### src/rtl/uart_rx_fifo.sv
// uart_rx_fifo: first-word-fall-through byte buffer behind the UART receiver.
// Each rising edge of read_complete offers one byte. Bytes with a parity
// error are either dropped or stored with their error flag, depending on
// DROP_ERR. Sticky overflow and a saturating parity-error counter record
// what the consumer could not see directly.
module uart_rx_fifo #(
    parameter int DEPTH     = 16,
    parameter int ADDR_W    = 4,
    parameter int DROP_ERR  = 1,
    parameter int ERR_CNT_W = 8
) (
    input  logic                 clk_50M,
    input  logic                 reset,
    input  logic                 read_complete,
    input  logic [7:0]           read_value,
    input  logic                 read_error,
    input  logic                 pop,
    input  logic                 clear_stats,
    output logic [7:0]           dout,
    output logic                 dout_err,
    output logic                 empty,
    output logic                 full,
    output logic [ADDR_W:0]      count,
    output logic                 overflow,
    output logic [ERR_CNT_W-1:0] err_count
);

    localparam logic                 DROP    = (DROP_ERR != 0);
    localparam logic [ADDR_W:0]      PTR_ONE = {{ADDR_W{1'b0}}, 1'b1};
    localparam logic [ERR_CNT_W-1:0] ERR_ONE = {{(ERR_CNT_W-1){1'b0}}, 1'b1};
    localparam logic [ERR_CNT_W-1:0] ERR_MAX = {ERR_CNT_W{1'b1}};

    // Storage. It is never reset; only the pointers define what is valid.
    logic [7:0] data_mem [DEPTH];
    logic       err_mem  [DEPTH];

    // The pointers carry one extra wrap bit so that full and empty can be told apart.
    logic [ADDR_W:0]   wr_ptr;
    logic [ADDR_W:0]   rd_ptr;
    logic [ADDR_W-1:0] wr_idx;
    logic [ADDR_W-1:0] rd_idx;

    logic rc_q;
    logic push_req;
    logic drop_bad;
    logic push_ok;
    logic pop_ok;
    logic overflow_evt;
    logic error_evt;

    assign wr_idx = wr_ptr[ADDR_W-1:0];
    assign rd_idx = rd_ptr[ADDR_W-1:0];

    assign empty = (rd_ptr == wr_ptr);
    assign full  = (rd_idx == wr_idx) && (rd_ptr[ADDR_W] != wr_ptr[ADDR_W]);
    assign count = wr_ptr - rd_ptr;

    // A level on read_complete counts only once, at its rising edge.
    assign push_req = read_complete & ~rc_q;

    // A byte with a parity error never reaches the memory when dropping is enabled.
    assign drop_bad = DROP & read_error;

    // When full, a same-cycle pop frees the slot the incoming byte needs.
    assign push_ok = push_req & ~drop_bad & (~full | pop);

    // A pop on an empty FIFO is ignored. When a push and a pop arrive together
    // on an empty FIFO, only the push takes effect.
    assign pop_ok = pop & ~empty;

    // A byte is lost only when it would have been stored but no slot was free.
    assign overflow_evt = push_req & ~drop_bad & full & ~pop;
    assign error_evt    = push_req & read_error;

    // The head entry falls through to the outputs. Its error flag reads 0
    // while empty, so it is defined after reset even though the memory is not.
    assign dout     = data_mem[rd_idx];
    assign dout_err = DROP ? 1'b0 : (~empty & err_mem[rd_idx]);

    // Edge register. It still loads during reset, so a level that is high when
    // reset is released does not count as a new byte.
    always_ff @(posedge clk_50M) begin
        rc_q <= read_complete;
    end

    // Write and read pointers.
    always_ff @(posedge clk_50M) begin
        if (reset) begin
            wr_ptr <= '0;
            rd_ptr <= '0;
        end else begin
            if (push_ok) begin
                wr_ptr <= wr_ptr + PTR_ONE;
            end
            if (pop_ok) begin
                rd_ptr <= rd_ptr + PTR_ONE;
            end
        end
    end

    // Memory write port: the byte and its error flag go into the slot at wr_ptr.
    always_ff @(posedge clk_50M) begin
        if (push_ok && !reset) begin
            data_mem[wr_idx] <= read_value;
            err_mem[wr_idx]  <= read_error;
        end
    end

    // Sticky overflow flag. clear_stats wins over an overflow in the same cycle.
    always_ff @(posedge clk_50M) begin
        if (reset) begin
            overflow <= 1'b0;
        end else if (clear_stats) begin
            overflow <= 1'b0;
        end else if (overflow_evt) begin
            overflow <= 1'b1;
        end
    end

    // Saturating parity-error counter. clear_stats wins over an error in the same cycle.
    always_ff @(posedge clk_50M) begin
        if (reset) begin
            err_count <= '0;
        end else if (clear_stats) begin
            err_count <= '0;
        end else if (error_evt && (err_count != ERR_MAX)) begin
            err_count <= err_count + ERR_ONE;
        end
    end

endmodule
### config.mk
export PLATFORM = sky130hd
export DESIGN_NAME = uart_rx_fifo
export DESIGN_NICKNAME = d
export VERILOG_FILES = /design/src/rtl/uart_rx_fifo.sv
export SDC_FILE = /design/constraint.sdc
export NUM_CORES = 1
export LEC_CHECK = 0
export CORE_ASPECT_RATIO = 1.5
export CORE_MARGIN = 2
export CORE_UTILIZATION = 55
export DETAILED_ROUTE_END_ITERATION = 16
export DONT_BUFFER_PORTS = 1
export PLACE_DENSITY = 0.79
export SETUP_SLACK_MARGIN = 0.3
export SLEW_MARGIN = 40
export SYNTH_ARGS = -nofsm -noshare
export SYNTH_HDL_FRONTEND = slang
export SYNTH_SLANG_ARGS = --single-unit
### constraint.sdc
create_clock -name clk_50M -period 7 [get_ports clk_50M]
set_clock_uncertainty 0.05 [all_clocks]
set_input_delay 0.7 -clock clk_50M [delete_from_list [all_inputs] [get_ports clk_50M]]
set_output_delay 0.7 -clock clk_50M [all_outputs]
set_load 0.01 [all_outputs]
# ---- Word-level counts from Yosys, hierarchy flattened
# Memory sizes are Yosys's and may differ from the RTL's. A register that Yosys moved wholly into a read port is not among the register bits.
# Cells that the tools add are included.
dict set report totals {
  ff_bits 20
  ramBits 128
  in_bits 14
  out_inout_bits 25
  wordCells 36
  mem_count 1
}
# name words width rd rd_clocked_by_memory_dff wr line_no
set mem_list {}
lappend mem_list {data_mem 16 8 1 1 1 34} ;# logic [7:0] data_mem [DEPTH];
dict set report op_classes {
  addsub 4
  n_eq_ne 4
  mux 4
  bitwise_logic 13
  n_reduce_logical 5
}
# operator n
set ops {}
lappend ops {{$add A5 B1 Y5 const B} 2}
lappend ops {{$add A8 B1 Y8 const B} 1}
lappend ops {{$mux W4} 2}
lappend ops {{$ne A8 B8 Y1 const B} 1}
lappend ops {{$and A1 B1 Y1} 7}
lappend ops {{$eq A5 B5 Y1} 1}
lappend ops {{$not A1 Y1} 5}
lappend ops {{$sub A5 B5 Y5} 1}
lappend ops {{$eq A4 B4 Y1} 1}
lappend ops {{$logic_and A1 B1 Y1} 3}
lappend ops {{$mux W1} 2}
lappend ops {{$reduce_or A2 Y1} 1}
lappend ops {{$logic_not A1 Y1} 1}
lappend ops {{$ne A1 B1 Y1} 1}
lappend ops {{$or A1 B1 Y1} 1}

# ---- Longest topological paths before layout
# Gate-level depths: netlist of run 1.
dict set report depth {
  ltp_word 8
  depth_mapped 7
  mapped_depth_nobuf 7
}

# ---- Worst setup path after synthesis of run 1
# No wires, ideal clock.
dict set report synth_timing {
  path_kind {register to register}
  startpoint {reg wr_ptr[0]}
  endpoint {mem data_mem[0][0], enable pin}
  setup_time_ps 370
  arrival_ps 1878
  required_time_ps 6580
  path_slack_ps 4701
  stages_incl_launch_ff 7
  n_path_buf 0
  period_less_slack_ps 2299
  path_cell_list {dfxtp_1 -> inv_1 -> ha_1 -> nand4_1 -> o31ai_4 -> or3_1 -> nor2_1}
}
dict set report synth_between {
  elab_chain_cells 8
}
# item line_no
set synth_rtl {}
lappend synth_rtl {{from (decl)} 38} ;# logic [ADDR_W:0] wr_ptr;
lappend synth_rtl {{from (signal assigned)} 93} ;# wr_ptr <= wr_ptr + PTR_ONE;
lappend synth_rtl {{$eq A4 B4 Y1} 55} ;# assign full = (rd_idx == wr_idx) && (rd_ptr[ADDR_W] != wr_ptr[ADDR_W]);
lappend synth_rtl {{$logic_and A1 B1 Y1} 55}
lappend synth_rtl {{$not A1 Y1} 65} ;# assign push_ok = push_req & ~drop_bad & (~full | pop);
lappend synth_rtl {{$or A1 B1 Y1} 65}
lappend synth_rtl {{$and A1 B1 Y1} 65}
lappend synth_rtl {{$logic_and A1 B1 Y1} 103} ;# if (push_ok && !reset) begin
lappend synth_rtl {{$mux W1} 103}
lappend synth_rtl {{$mux W1} n/a}
lappend synth_rtl {{to (decl)} 34}
# Parallel ways exist; a longest one is shown, timed or not.

==> results of run 1 <==
-- power by group through the flow --
stage	logic [W]	registers [W]	clock network [W]
2_1_floorplan	0.0000963	0.00101	0
3_3_place_gp	0.0000878	0.00102	0
3_5_place_dp	0.0000895	0.00102	0
4_1_cts	0.0000903	0.00100	0.000855
5_1_grt	0.0000964	0.00101	0.000890
6_report	0.0000893	0.00100	0.000843
-- layer usage --
metal | vias to the layer above | global-route usage [%]
li1 | 1431 | -
met5 | - | 0
met3 | 14 | 5.60
met1 | 1606 | 23.3
met2 | 112 | 37.6
met4 | 0 | 10.1
-- final cells by class --
type	count	area, sq um	share of cell area (%)
flip-flops and latches	152	4330	63.0
repair buffers	1	7.51	0.109
clock inverters	14	130	1.89
multi-input cells	185	1770	25.7
well taps	147	184	2.68
inverters	9	33.8	0.491
clock buffers	17	425	6.19
-- state kept, by name, summed over array words and instances (netlist names), named ones only --
name and cells:
data_mem 128, err_count 8, rd_ptr 5, wr_ptr 5, overflow 1, rc_q 1
-- stage by stage --
step	instance area, sq um	instances
2_1_floorplan	6170	359
3_3_place_gp	6280	494
3_5_place_dp	6310	494
4_1_cts	6860	525
5_1_grt	6870	525
6_report	6870	525
-- Yosys cell counts (3+ instances only) --
| cell | n | area [sq um] |
|---|---|---|
| dfxtp_1 | 24 | 480 |
| buf_1 | 5 | 18.8 |
| ha_1 | 10 | 125 |
| nor3_1 | 4 | 20.0 |
| mux4_2 | 32 | 721 |
| nand3_1 | 6 | 30.0 |
| xnor2_1 | 6 | 52.6 |
| mux2i_1 | 4 | 40.0 |
| edfxtp_1 | 128 | 3840 |
| xor2_1 | 4 | 35.0 |
| nand4_1 | 3 | 18.8 |
| nand2_1 | 14 | 52.6 |
| inv_1 | 9 | 33.8 |
| nand3b_1 | 3 | 22.5 |
| nand2b_1 | 4 | 25.0 |
| nor2_1 | 35 | 131 |
| or3_1 | 5 | 31.3 |
| o21ai_0 | 5 | 25.0 |
| a21o_1 | 3 | 22.5 |
| a22oi_1 | 16 | 120 |
| a21oi_1 | 11 | 55.1 |
-- kinds of logic (layout without fill, tap and decap cells) --
family | Yosys count | count (layout) | synth area share, %
adders and majority gates | 11 | 11 | 2.35
muxes | 36 | 36 | 12.3
and+or+nand+nor | 83 | 83 | 6.63
buffers and inverters | 22 | 41 | 1.81
other | 1 | 1 | 0.0608
xor gates and xnor gates | 12 | 12 | 1.95
AOI/OAI and AO/OA | 42 | 42 | 4.77
DFF | 152 | 152 | 70.1
-- worst max-delay path, delay by kind of cell, from the launching register on --
family / cells / cell delay [ns]
AND/OR/NAND/NOR: 1 / 0.16
multiplexers: 1 / 0.58
AO/OA/AOI/OAI: 1 / 0.27
flip-flops: 1 / 0.76
-- worst paths after layout --
path,startpoint,to,slack (ns),depth (start not counted)
setup / recovery,flop,dout[7],4.04,3
setup reg to reg,wr_ptr[2],data_mem[12][2],4.24,5
hold / removal,read_complete,rc_q,0.27,0
hold reg to reg,rd_ptr[3],rd_ptr[3],0.48,2
==> results.ini, run 1 <==
[power]
finalPower_w = 0.00193
ir_drop_v = 0.000189
p_leak_nw = 2.13
p_sw_w = 0.000433
powerDensity_nw_per_um2 = 281
p_sw_share_pct = 22.4
p_int_w = 0.00150
pwr-share-clk_pct = 43.6
share_comb_of_total_power_pct = 4.6
seqPwrFrac_pct = 51.8

[clock_network]
cts-htree-levels = 4
cts.clk_slew.worst_paths_ns = 0.06
cts_resized = 0
hold_buffers = 0
cts-buffers-inserted = 17
cts_num_sinks = 152
cts_tree = built
cts_buffer_depth = 2
insertion_delay_ns = 0.41
postCtsSetupRepairBufs = 0
root_buffer = clkbuf_16

[sta]
worst-slew-pin-transition_ns = 0.780
fmaxAchievable_ghz = 0.338
finalSetupViolations = 0
fin_crit_sh_pct = 42.3
tns_ns = 0
slew_headroom_pct = 47.8
maxSlewViolCount = 0
report.final.hold_viol_count = 0
hold_slack_ns = 0.265
rsz0062_at_grt = no
layout_min_cycle_time_ns = 2.96
fin_ws_ns = 4.04

[status]
status = finished clean

[detailed_routing]
wire_per_inst_um = 22.5
wl_met2_mm = 6.69
drt-vias-per-instance = 6.02
antenna_left = 0
num_vias = 3163
met1Wirelength_mm = 4.24
first_pass_iters = 4
drt-initial-drc-count = 182
drc = 0
top_layer_used = met4
wl_met3_um = 606
drt-total-wl_mm = 11.8

[floorplan]
num_io_pins = 39
start_util_pct = 56.1
rows = 47
die_h_um = 134
die-area_sq_um = 12100
core_sq_um = 11000
fp.dieW_um = 90.5

[worst_setup_path]
crit_path_max_fanout = 32
max_stage_delay_ns = 0.76
worst_setup_path_start_kind = flop
critPathKind = reg2out
worstPathCellList = mux4_2 -> a22oi_1 -> nand2_1
cpMaxStageDelayCell = dfxtp_4
worstPathRequired_ns = 6.25
endpoint_kind = primary output
arrival_ns = 2.21

[final_layout]
diodes = 0
fin_nets = 391
drive_above_1_share_pct = 22.2
fillers = 785
areaGrowthSynthToFinish_pct = 11.4
final_util_pct = 62.5
final_common_cell = edfxtp_1
final_cell_mix = edfxtp_1 (128), mux4_2 (32), dfxtp_1 (23), nor2_1 (22), clkbuf_16 (17)

[logic_synthesis]
synth_edf_count = 128
yosys_warnings = 0
synth-seq-cells = 152
syn_nets = 384
netlist-cell-type-count = 44
synth-async-reset-ratio_pct = 0
synth_ff_type = edfxtp_1
synth_area_sq_um = 6170
synth.avg_cell_area_sq_um = 17.2
yosysSeqAreaShare_pct = 70.1
syn_inst = 359

[global_routing]
grt_max_degree = 33
grt_first_pass_wirelength_mm = 18.7
grt.total_usage_pct = 21.1
grt_pass1_vias = 3403
antenna_found_initial = 0
grt_overflow = 0

[run]
cap_violations = 0

[placed_design]
io_buffers = 0
gp_congestion = 0.805
hpwl_mm = 8.04
post-place-ws_ns = 4.13

[min_path]
hold_class = in2reg

(Power assumes the default switching activity.)
==> run 2: changes to the inputs <==
Settings changed: PLACE_DENSITY 0.79 to 0.82.
Clock period 7 ns to 2.7 ns, I/O delays scaled along.
==> run 2 against run 1 <==
Effect of this change:
- final area increased by 4.4%
- sequential power increased to 2.6 times the previous value
- first-iteration DRC count increased by 32%
- register-to-register slack got worse by 3.8 ns
- routed wire length increased by 2.1%
- sequential cell count unchanged
- power increased to 2.7 times the previous value
- worst setup slack got worse by 3.7 ns
- die area unchanged
- largest power group unchanged
==> results.ini, run 2 (same netlist as run 1, synthesis figures left out) <==
[status]
status = finished clean

[final_layout]
drive_above_1_share_pct = 22.8
final_common_cell = edfxtp_1
seqCellArea_sq_um = 4330
largest_register = data_mem
final_cell_area_sq_um = 7180
largest_register_ffs = 128
largestRegisters = data_mem: 128 flops, err_count: 8 flops
diodes = 0
fin_nets = 420
areaGrowthSynthToFinish_pct = 16.4
final_cell_mix = edfxtp_1 (128), nor2_1 (35), mux4_2 (32), dfxtp_1 (23)
fillers = 750
multiInputGateArea_sq_um = 1750

[power]
p_leak_nw = 2.31
ir_drop_v = 0.000439
powerDensity_nw_per_um2 = 736

[worst_setup_path]
rr_startpoint = wr_ptr[0]
arrival_ns = 2.05
worstPathRequired_ns = 2.38
critPathKind = reg2out
worst_setup_path_start_kind = flop
crit_path_max_fanout = 16
endpoint_kind = primary output

[global_routing]
grt_overflow = 0
grt.total_usage_pct = 20.8
grt_first_pass_wirelength_mm = 18.2
grt_pass1_vias = 3412
grt_max_degree = 33
antenna_found_initial = 0

[floorplan]
rows = 47
die_h_um = 134
num_io_pins = 39
core_sq_um = 11000
die-area_sq_um = 12100
fp.dieW_um = 90.5
start_util_pct = 56.1

[clock_network]
cts-htree-levels = 4
cts_tree = built
cts_buffer_depth = 2
cts_num_sinks = 152
cts.clk_slew.worst_paths_ns = 0.06
root_buffer = clkbuf_16
cts-buffers-inserted = 17
insertion_delay_ns = 0.41
postCtsSetupRepairBufs = 0

[detailed_routing]
first_pass_iters = 4
drt-total-wl_mm = 12.0
drt-vias-per-instance = 5.89
drt-initial-drc-count = 241
drc = 0
antenna_left = 0
wire_per_inst_um = 21.7
num_vias = 3267

[placed_design]
gp_congestion = 0.877
post_dp_cell_area_sq_um = 6430
io_buffers = 0
post-place-ws_ns = 0.471
hpwl_mm = 7.71

[sta]
rsz0062_at_grt = yes
slew_headroom_pct = 51.4
tns_ns = 0
maxSlewViolCount = 0
finalSetupViolations = 0
fin_ws_ns = 0.332
layout_min_cycle_time_ns = 2.37
fin_crit_sh_pct = 87.7
report.final.hold_viol_count = 0
worst-slew-pin-transition_ns = 0.727
fmaxAchievable_ghz = 0.422

[min_path]
holdCritStartpoint = read_error
hold_class = in2reg

[run]
cap_violations = 0

## run 2: cell count changes in the layout (fill, tap and decap cells not counted), sizes merged
cell	delta
buf	+18
bufinv	+3
clkinvlp	-1
clkbuf	+1
inv	-6
dlygate4sd3	+10
clkinv	+5
## run 2: worst max-delay path: stages (launching register included)
cell     delay [ns]
dfxtp_2        0.41
buf_12         0.21
mux4_2         0.58
a22oi_1        0.28
nand2_1        0.16
## run 2: final timing paths
kind | end | slack, ns | cells after the start
max | dout[7] | 0.33 | 4
min | overflow | 0.05 | 3
max reg2reg | data_mem[10][6] | 0.43 | 7
min reg2reg | overflow | 0.50 | 2
## run 2: repair_timing
action                                 CTS  global route
setup endpoints to repair                0             9
resized for setup                        0             5
hold buffers                            10             0
endpoints found under the hold margin  143             0
## run 2: layout make-up
class | count | share of cell area, %
clock buffer | 17 | 5.93
clock inverter | 15 | 2.44
inverter | 9 | 0.471
multi-input combinational | 185 | 24.4
sequential | 152 | 60.3
tap | 147 | 2.56
timing repair buffer | 30 | 3.90
## run 2: metrics by stage
step | total power (W) | utilization (%) | std cells | hold slack [ns]
after global placement | 0.00291 | 58.5 | 512 | 0.248
after CTS | 0.00530 | 64.9 | 554 | 0.0375
after detailed placement | 0.00291 | 58.5 | 512 | 0.248
final | 0.00528 | 65.3 | 555 | 0.0493
after floorplan | 0.00286 | - | 359 | 0.248
after global routing | 0.00545 | 65.3 | 555 | 0.0812
## run 2: report_power, final
part	internal, W	leakage, nW	total [W]	switching, W
Clock	0.00145	0.291	0.00235	0.000895
Combinational	0.000169	0.678	0.000368	0.000199
Sequential	0.00255	1.35	0.00257	0.0000135
## run 2: layer usage
metal  vias to the layer above  share of wire (%)  GRT usage [%]
li1                       1486                  -              -
met1                      1627                 36           22.6
met2                       129                 54           36.0
met3                        25                6.0           5.60
met4                         0                4.2           12.7
met5                         -                  0              0
==> run 3: changes to the inputs <==
Settings changed: CORE_UTILIZATION 55 to 57, PLACE_DENSITY 0.82 to 0.84.
==> run 3 against run 2 <==
Effect of this change:
- power decreased by 4.6%
- critical path depth unchanged
- non-clock buffer count increased by 3
- clock power decreased by 9.4%
- highest routed layer unchanged
==> results.ini, run 3 (same netlist as run 1, synthesis figures left out) <==
[floorplan]
die-area_sq_um = 11700
die_h_um = 131
rows = 46
start_util_pct = 58.2
fp.dieW_um = 88.9
core_sq_um = 10600
num_io_pins = 39

[detailed_routing]
drt-total-wl_mm = 11.4
wire_per_inst_um = 20.5
drt-initial-drc-count = 203
drc = 0
num_vias = 3204
first_pass_iters = 5
drt-vias-per-instance = 5.77
antenna_left = 0

[clock_network]
cts_tree = built
cts.clk_slew.worst_paths_ns = 0.06
cts_num_sinks = 152
cts_buffer_depth = 2
cts-htree-levels = 4
cts-buffers-inserted = 17
root_buffer = clkbuf_16
insertion_delay_ns = 0.42

[sta]
fin_ws_ns = 0.396
fin_crit_sh_pct = 85.3
worst-slew-pin-transition_ns = 0.699
finalSetupViolations = 0
maxSlewViolCount = 0
fmaxAchievable_ghz = 0.434
layout_min_cycle_time_ns = 2.30
hold_slack_ns = 0.0396
report.final.hold_viol_count = 0
slew_headroom_pct = 53.2
tns_ns = 0
rsz0062_at_grt = no

[worst_setup_path]
critPathKind = reg2out
cpMaxStageDelayCell = mux4_2
max_stage_delay_ns = 0.57
arrival_ns = 1.98
crit_path_max_fanout = 13
worstPathCellList = buf_6 -> mux4_2 -> a22oi_1 -> nand2_1
endpoint_kind = primary output
worstPathRequired_ns = 2.38
ff2ff_setup_slack_ns = 0.43
worst_setup_path_start_kind = flop
rr_startpoint = rd_ptr[2]

[placed_design]
io_buffers = 0
post-place-ws_ns = 0.301
gp_congestion = 0.835
hpwl_mm = 7.60
post_dp_cell_area_sq_um = 6420

[power]
p_leak_nw = 2.27
p_int_w = 0.00390
seqPwrFrac_pct = 50.8
p_sw_w = 0.00114
share_comb_of_total_power_pct = 7.0
powerDensity_nw_per_um2 = 709
pwr-share-clk_pct = 42.2
ir_drop_v = 0.000524
p_sw_share_pct = 22.6

[global_routing]
grt_max_degree = 33
grt.total_usage_pct = 20.8
grt_overflow = 0
antenna_found_initial = 0
grt_pass1_vias = 3265
grt_first_pass_wirelength_mm = 17.2

[status]
status = finished clean

[min_path]
hold_class = in2reg
holdCritStartpoint = read_error

[final_layout]
final_cell_area_sq_um = 7110
areaGrowthSynthToFinish_pct = 15.3
drive_above_1_share_pct = 23.8
largest_register_ffs = 128
final_cell_mix = edfxtp_1 (128), nor2_1 (35), mux4_2 (32), dfxtp_1 (21), buf_4 (21)
fin_nets = 423
diodes = 0
final_common_cell = edfxtp_1
largest_register = data_mem
largestRegisters = data_mem: 128 flops, err_count: 8 flops
final_util_pct = 67.2

[run]
cap_violations = 0

## run 3: final timing paths
path / cells after the start / to
setup / recovery: 4 / dout[4]
hold / removal: 3 / overflow
setup reg to reg: 7 / data_mem[9][7]
hold reg to reg: 2 / flop
## run 3: through the flow
step | power (W) | std cells
5_1_grt | 0.00520 | 555
4_1_cts | 0.00507 | 552
2_1_floorplan | 0.00286 | 359
3_5_place_dp | 0.00290 | 510
6_report | 0.00504 | 555
3_3_place_gp | 0.00290 | 510
## run 3: area by class of cell
type	instances	area, sq um
sequential	152	4330
fill	720	3480
multi-input combinational	185	1740
clock buffer	17	425
timing repair buffer	33	284
tap	144	180
clock inverter	15	120
inverter	9	33.8
## run 3: repair_timing
| action | CTS | global route |
|---|---|---|
| setup endpoints to repair | 14 | 133 |
| pin swaps | 0 | 3 |
| setup buffers | 0 | 3 |
| endpoints found under the hold margin | 143 | 0 |
| gates resized for setup | 3 | 5 |
| hold buffers | 10 | 0 |
## run 3: critical path, delay by kind of cell (launching register included)
| kind | cells | cell delay, ns |
|---|---|---|
| flops | 1 | 0.36 |
| simple gates | 1 | 0.15 |
| mux | 1 | 0.57 |
| compound gates | 1 | 0.27 |
| buf+inv | 1 | 0.21 |
## run 3: per-layer routing
metal  vias to the layer above  global-route usage (%)  share of wire (%)
met5                         -                       0                  0
met2                       113                    34.8                 55
met4                         0                    11.0                3.3
li1                       1486                       -                  -
met1                      1581                    23.4                 36
met3                        24                    6.09                6.6
## run 3: power by group through the flow
stage          clock network, W  registers [W]  logic, W
6_report                0.00213        0.00256  0.000352
4_1_cts                 0.00217        0.00256  0.000341
3_5_place_dp                  0        0.00261  0.000292
3_3_place_gp                  0        0.00261  0.000289
2_1_floorplan                 0        0.00261  0.000250
5_1_grt                 0.00226        0.00256  0.000379
